===== src/rtl/hazard_controller.sv =====
// Hazard controller for the five-stage pipeline: operand forwarding,
// load-use / branch / HI-LO stalls and multi-cycle MDU occupancy tracking.
module hazard_controller #(
  parameter int unsigned MULT_CYCLES = 4,
  parameter int unsigned DIV_CYCLES  = 32
) (
  input  logic       clk_i,
  input  logic       rst_i,
  input  logic [4:0] rs_d_i,
  input  logic [4:0] rt_d_i,
  input  logic [4:0] rs_e_i,
  input  logic [4:0] rt_e_i,
  input  logic [4:0] write_reg_e_i,
  input  logic [4:0] write_reg_m_i,
  input  logic [4:0] write_reg_w_i,
  input  logic       reg_write_e_i,
  input  logic       reg_write_m_i,
  input  logic       reg_write_w_i,
  input  logic       mem_to_reg_e_i,
  input  logic       mem_to_reg_m_i,
  input  logic       branch_d_i,
  input  logic       jump_reg_d_i,
  input  logic       hilo_access_d_i,
  input  logic       mdu_start_e_i,
  input  logic       mdu_div_e_i,
  output logic       forward_a_d_o,
  output logic       forward_b_d_o,
  output logic [1:0] forward_a_e_o,
  output logic [1:0] forward_b_e_o,
  output logic       stall_f_o,
  output logic       stall_d_o,
  output logic       flush_e_o,
  output logic       mdu_busy_o
);

  localparam int unsigned MAX_CYCLES = (MULT_CYCLES > DIV_CYCLES) ? MULT_CYCLES : DIV_CYCLES;
  localparam int unsigned CNT_W      = (MAX_CYCLES > 1) ? $clog2(MAX_CYCLES) : 1;
  localparam logic [CNT_W-1:0] MULT_LOAD = CNT_W'(MULT_CYCLES - 1);
  localparam logic [CNT_W-1:0] DIV_LOAD  = CNT_W'(DIV_CYCLES - 1);

  typedef enum logic {
    IDLE = 1'b0,
    BUSY = 1'b1
  } mdu_state_t;

  mdu_state_t       state;
  logic [CNT_W-1:0] cnt;

  logic lw_stall;
  logic br_stall;
  logic mdu_stall;
  logic stall;

  // Register 0 is hardwired, so a write to it never creates a dependency.
  function automatic logic reg_match(input logic [4:0] dst, input logic [4:0] src);
    return (dst != 5'd0) && (dst == src);
  endfunction

  // Execute-stage operand bypass: memory stage wins over writeback.
  always_comb begin
    forward_a_e_o = 2'b00;
    forward_b_e_o = 2'b00;
    if (reg_write_m_i && reg_match(write_reg_m_i, rs_e_i))
      forward_a_e_o = 2'b10;
    else if (reg_write_w_i && reg_match(write_reg_w_i, rs_e_i))
      forward_a_e_o = 2'b01;
    if (reg_write_m_i && reg_match(write_reg_m_i, rt_e_i))
      forward_b_e_o = 2'b10;
    else if (reg_write_w_i && reg_match(write_reg_w_i, rt_e_i))
      forward_b_e_o = 2'b01;
  end

  // Decode-stage bypass of the memory-stage ALU result for branch compares.
  always_comb begin
    forward_a_d_o = reg_write_m_i && reg_match(write_reg_m_i, rs_d_i);
    forward_b_d_o = reg_write_m_i && reg_match(write_reg_m_i, rt_d_i);
  end

  // Stall sources; jr/jalr only read rs, branches read rs and rt.
  always_comb begin
    lw_stall = mem_to_reg_e_i &&
               (reg_match(write_reg_e_i, rs_d_i) || reg_match(write_reg_e_i, rt_d_i));
    br_stall = 1'b0;
    if (branch_d_i) begin
      br_stall = (reg_write_e_i &&
                  (reg_match(write_reg_e_i, rs_d_i) || reg_match(write_reg_e_i, rt_d_i))) ||
                 (mem_to_reg_m_i &&
                  (reg_match(write_reg_m_i, rs_d_i) || reg_match(write_reg_m_i, rt_d_i)));
    end
    if (jump_reg_d_i) begin
      br_stall = br_stall ||
                 (reg_write_e_i && reg_match(write_reg_e_i, rs_d_i)) ||
                 (mem_to_reg_m_i && reg_match(write_reg_m_i, rs_d_i));
    end
    mdu_stall = hilo_access_d_i && ((state == BUSY) || mdu_start_e_i);
    stall     = lw_stall || br_stall || mdu_stall;
    stall_f_o = stall;
    stall_d_o = stall;
    flush_e_o = stall;
  end

  // MDU occupancy: BUSY for exactly N cycles after the start cycle; starts while BUSY are ignored.
  always_ff @(posedge clk_i) begin
    if (rst_i) begin
      state      <= IDLE;
      cnt        <= '0;
      mdu_busy_o <= 1'b0;
    end else begin
      case (state)
        IDLE: begin
          if (mdu_start_e_i) begin
            cnt        <= mdu_div_e_i ? DIV_LOAD : MULT_LOAD;
            state      <= BUSY;
            mdu_busy_o <= 1'b1;
          end
        end
        BUSY: begin
          if (cnt == '0) begin
            state      <= IDLE;
            mdu_busy_o <= 1'b0;
          end else begin
            cnt <= cnt - CNT_W'(1);
          end
        end
        default: begin
          state      <= IDLE;
          mdu_busy_o <= 1'b0;
        end
      endcase
    end
  end

endmodule


===== config.mk =====
export PLATFORM = sky130hd
export DESIGN_NAME = hazard_controller
export DESIGN_NICKNAME = d
export VERILOG_FILES = /design/src/rtl/hazard_controller.sv
export SDC_FILE = /design/constraint.sdc
export NUM_CORES = 1
export LEC_CHECK = 0
export CAP_MARGIN = 20
export CORE_ASPECT_RATIO = 0.8
export CORE_MARGIN = 1
export CORE_UTILIZATION = 37
export DETAILED_ROUTE_END_ITERATION = 10
export MAX_ROUTING_LAYER = met4
export PLACE_DENSITY_LB_ADDON = 0.25
export SLEW_MARGIN = 0
export SYNTH_ARGS = -nofsm -noshare
export SYNTH_HDL_FRONTEND = slang
export SYNTH_SLANG_ARGS = --single-unit
export TNS_END_PERCENT = 1

===== constraint.sdc =====
create_clock -name clk_i -period 2.4 [get_ports clk_i]
set_clock_uncertainty 0.05 [all_clocks]
set_input_delay 0.24 -clock clk_i [delete_from_list [all_inputs] [get_ports clk_i]]
set_output_delay 0.24 -clock clk_i [all_outputs]
set_load 0.02 [all_outputs]

Yosys cells after proc, flatten, opt, wreduce, memory -nomap -nowiden
Index checks and enable logic that the tools add are counted.
Word-level totals
  register bits after elaboration: 7
  input port bits: 47
  output and inout bits: 10
  logic and storage cells: 66
Operators by class
  $add $sub $neg: 1
  eq/ne operators: 11
  muxes and demuxes: 16
  bitwise logic cells: 1
  reductions and logical operators: 34
Operators by type and width (count)
  == test 5 bit: 8
  logical AND 1 bit: 20
  two-way mux 5 bit: 3
  nonzero test 5 bit: 3
  one-hot mux 5 bit (2 select lines): 1
  logical OR 1 bit: 8
  two-way mux 1 bit: 8
  logical NOT 5 bit: 1
  subtractor 5 x 1 -> 5 bit (second input constant): 1
  two-way mux 2 bit: 2
  != test 2 bit (second input constant): 2
  one-hot mux 1 bit (2 select lines): 2
  AND reduction 2 bit: 2
  != test 2 x 1 -> 1 bit (second input constant): 1
  inverter 1 bit: 1

Longest topological paths before layout
Gate-level depths: netlist of run 1.
  word-level depth: 11
  gate-level depth with buffers: 8
  mapped depth without buffers: 7

Worst setup path before layout of run 1
Ideal clock, no wire load.
  path kind: in2out
  start point: input port write_reg_m_i[4]
  end point: output port forward_a_e_o[0]
  arrival time: 2.030 ns
  data required time: 2.110 ns
  path slack: 0.080 ns
  cell stages on the path: 5
  buffers on the path: 1
  cell sequence: buf_2 > or4_4 > o21ai_0 > nor4_1 > nor4_1
Between the ends
  word-level cells in the longest chain between the ends: 4
  elaborated cells between the ends (all ways): 5
  those cells by class: eq/ne (1); mux (1); reduce/logical (3)
Ends and longest elaborated chain
  start: declaration: line 14  | input logic [4:0] write_reg_m_i,
  == test 5 bit / nonzero test 5 bit (equally long branches): line 56  | return (dst != 5'd0) && (dst == src);
  logical AND 1 bit (*): line 56
  logical AND 1 bit (*): line 63  | if (reg_write_m_i && reg_match(write_reg_m_i, rs_e_i))
  two-way mux 2 bit (*): line 63
  end: declaration: line 28  | output logic [1:0] forward_a_e_o,
Every way passes the cells marked *; elsewhere a longest branch is shown, timed or not.

Final worst setup path of run 1
  start point: input port write_reg_m_i[0]
  end point: output port stall_f_o
Between the ends
  word-level cells in the longest chain between the ends: 11
  elaborated cells between the ends (all ways): 15
  those cells by class: eq/ne (2); mux (2); reduce/logical (11)
Ends and longest elaborated chain
  == test 5 bit / nonzero test 5 bit (equally long branches): line 56
  logical AND 1 bit: line 56
  logical OR 1 bit: line 88  | (reg_match(write_reg_m_i, rs_d_i) || reg_match(write_reg_m_i, rt_d_i)));
  logical AND 1 bit: line 87  | (mem_to_reg_m_i &&
  logical OR 1 bit: line 86  | (reg_match(write_reg_e_i, rs_d_i) || reg_match(write_reg_e_i, rt_d_i))) ||
  two-way mux 1 bit: line 84  | if (branch_d_i) begin
  logical OR 1 bit: line 91  | br_stall = br_stall ||
  logical OR 1 bit: line 92  | (reg_write_e_i && reg_match(write_reg_e_i, rs_d_i)) ||
  two-way mux 1 bit (*): line 90  | if (jump_reg_d_i) begin
  logical OR 1 bit (*) (2 in a row): line 96  | stall = lw_stall || br_stall || mdu_stall;
  end: declaration: line 30  | output logic stall_f_o,
Marked as above.

==> key figures, run 1 <==
Outcome
  • Run status: completed

Die
  • Io pins: 57
  • Die height: around 47 um
  • Core ar.: ~0.0024 mm^2
  • # rows: 16
  • Die width: 58.7 um
  • Die area: 0.00278 mm^2
  • Starting Density: between 30% and 40%

GRT
  • Pin count of the biggest net entering global routing: 15
  • GRT overflow: 0
  • First-pass GRT wire length: between 4000 and 5000 um
  • GR Util All Layers: ~25%
  • Vias in the first global route: between 1,000 and 1,500
  • Initial antenna violation count: 0

Route
  • Total wire length: roughly 3100 um
  • DR vias/cell: slightly above 5
  • WL/cell: around 14 um
  • Via count: approximately 1,100
  • Number of nets still failing antenna checks after routing: 0
  • Starting DRT DRC Count: 46
  • DR DRC count: 0
  • Pre-Repair DR Iteration Count: 4

Yosys
  • Post-synth EDFFs: 0
  • Gate Count Post-Synth: roughly 120
  • Post-synthesis mux area share: 0%
  • Largest family of logic cells by synthesized area: XOR/XNOR gates
  • Netlist Area Pre-Place: approximately 950 um^2
  • Xor and xnor area share after synthesis: between 30 and 40%
  • Netlist cell types: 32
  • Synth Area in Simple Gates: 21.0%
  • Register area share after synthesis: between 10% and 20%
  • Ys async rst share: 0%
  • Synth Area in Compound Gates: 19.2%
  • Synth warn: 0
  • #FFs+latches synth: 7
  • Top_reg_cell synth: dfxtp_1
  • Synth Area in Adders: 2.63%
  • Synthesized area per cell: between 8 and 9 um^2
  • Synth Net Count: between 150 and 200

Timing
  • Max Fclk: ~440 MHz
  • Min cycle time layout: approximately 2300 ps
  • Final hold vios: 0
  • Final setup vio count: 0
  • Measured slew at the worst slew-check pin: approximately 490 ps
  • Final worst path period share: roughly 95%
  • RSZ-0062 raised after global routing: no
  • Slew headroom: between 60% and 70%
  • Count of final max-slew check failures: 0

Clock network
  • Htree depth: 1
  • Clock sinks: 7
  • Setup Buffers After CTS: 0
  • Number of buffers created by CTS: 3
  • CTS root buf: clkbuf_4
  • Clk buf depth: 2
  • Worst-Skew Late Latency: ~260 ps
  • CTS tree: done
  • Hold buffers post-CTS: 0
  • Clock transition at path regs: 50 ps

Power
  • Worst vdd ir: roughly 0.28 mV
  • Leakage power total: about 0.77 nW
  • Cell Pwr Density: 317 mW/mm^2

Setup path
  • Crit start category: input pin
  • Reg2reg start: cnt[0]
  • CP Capture Type: primary output
  • Worst endpoint required time: 2110 ps
  • Critical path arrival: about 2000 ps
  • Worst-case reg-to-reg path depth: 7
  • CP max FO: 4
  • Crit path kind: input pin to primary output
  • Register-to-register setup slack: 640 ps
  • R2R Path End: cnt[3]

Finish
  • N_diodes: 0
  • Final core occ: about 72%
  • Layout cell share with drive strength beyond 1: 21.4%
  • Nets: between 200 and 250
  • Final non-filler cell total: between 200 and 250
  • Area Overhead vs Synth: 84.2%

Min path
  • Hold EP: mdu_busy_o
  • Number of cells on the worst hold path: 2
  • Hold Path Class: register to register
  • Hold wc startpoint: mdu_busy_o

Placement
  • Hpwl dp: between 2000 and 3000 um
  • # placed instances: approximately 220
  • PortBufs: 56
  • Placer congestion estimate: slightly below 0.9

Job
  • Max-cap violations: 0
## placed cells by master (no fill, tap or decap), types with 5 or more instances in the layout
cell type and count:
o21ai_0 8, dlymetal6s2s_1 11, a21oi_1 5, clkdlybuf4s50_1 36
xnor2_1 13, dfxtp_1 7, xor2_1 26, nor4_1 6
buf_4 26
## worst max-delay path by stage
stage	from	to	slack [ps]	depth (start not counted)
after CTS	write_reg_m_i[3]	stall_f_o	-160	8
after floorplan	write_reg_m_i[4]	forward_a_e_o[0]	80	5
final	write_reg_m_i[0]	stall_f_o	110	8
after global routing	write_reg_e_i[3]	stall_f_o	7	8
after detailed placement	write_reg_m_i[0]	stall_f_o	-610	8
after global placement	write_reg_m_i[0]	stall_f_o	-490	8
## where the power goes
| group | switching (mW) | internal (mW) | total (mW) |
|---|---|---|---|
| Combinational | 0.129 | 0.170 | 0.300 |
| Clock | 0.0438 | 0.0635 | 0.107 |
| Sequential | 0.0187 | 0.131 | 0.150 |
| Total | 0.192 | 0.365 | 0.557 |
## repair_timing
action / CTS / global route
pin swaps: 0 / 7
resized for setup: 29 / 19
endpoints found under the setup margin: 9 / 6
hold endpoints to repair: 0 / 0
## worst max-delay path, stage by stage
cell and delay [ps]:
dlymetal6s2s_1 180, or4_4 520, o211ai_2 220, nor4_4 70
a22o_1 240, a221oi_2 170, o211ai_1 160, buf_4 190
## synthesized netlist by cell type (2+ instances only)
cell type / number / area [um^2]
xor2_1: 26 / 228
xnor2_1: 14 / 123
nor4_1: 9 / 56.3
o21ai_0: 9 / 45.0
dfxtp_1: 7 / 140
a21oi_1: 5 / 25.0
clkbuf_1: 4 / 15.0
nor2b_1: 4 / 25.0
o211ai_1: 4 / 30.0
or4_1: 4 / 30.0
nand2_1: 3 / 11.3
nor2_1: 3 / 11.3
a211oi_1: 2 / 15.0
and2_1: 2 / 12.5
buf_4: 2 / 15.0
ha_1: 2 / 25.0
inv_1: 2 / 7.51
nand3_1: 2 / 10.0
## registers in the layout, summed over array words and instances, names as in the netlist
| signal | flops |
|---|---|
| state | 1 |
| cnt | 5 |
| mdu_busy_o | 1 |
## final cells by class
type | instances | area, um^2
flip-flops and latches | 7 | 140
fillers | 216 | 688
repair buffers | 78 | 738
multi-input cells | 101 | 797
clock buffers | 4 | 26.3
inverters | 2 | 7.51
well taps | 36 | 45.0
## stage by stage
stage | cell area (um^2) | worst slack [ps] | hold WS [ps] | power [mW] | setup TNS (ps)
2_1_floorplan | 952 | 79.6 | 259 | 0.289 | 0
5_1_grt | 1750 | 7.00 | 487 | 0.599 | 0
3_5_place_dp | 1680 | -605 | 424 | 0.445 | -3680
3_3_place_gp | 1680 | -495 | 415 | 0.436 | -3200
6_report | 1750 | 112 | 431 | 0.557 | 0
4_1_cts | 1700 | -156 | 437 | 0.552 | -665
## routing by layer
metal | wire length, um | up-vias | global-route usage [%]
li1 | - | 570 | -
met1 | 1320 | 518 | 29.4
met2 | 1460 | 55 | 43.9
met3 | 306 | 4 | 5.79
met4 | 21 | 0 | 2.38
met5 | 0 | - | -
## kinds of logic (layout without fill, tap and decap cells)
kind of cell,Yosys count,in the layout
xor+xnor,40,40
fa+ha+maj,2,2
simple gates,32,32
flops,7,7
buf+inv,10,84
compound gates,27,27
No activity file was read; power rests on OpenSTA's default activity.
==> inputs of run 2 (changes only) <==
--- a/config.mk
+++ b/config.mk
@@ -5,6 +5,7 @@
 export SDC_FILE = /design/constraint.sdc
 export NUM_CORES = 1
 export LEC_CHECK = 0
+export ABC_CLOCK_PERIOD_IN_PS = 2400
 export CAP_MARGIN = 20
 export CORE_ASPECT_RATIO = 0.8
 export CORE_MARGIN = 1
==> results of run 2 <==
No change in the layout: final DEF, timing and power equal those of run 1.
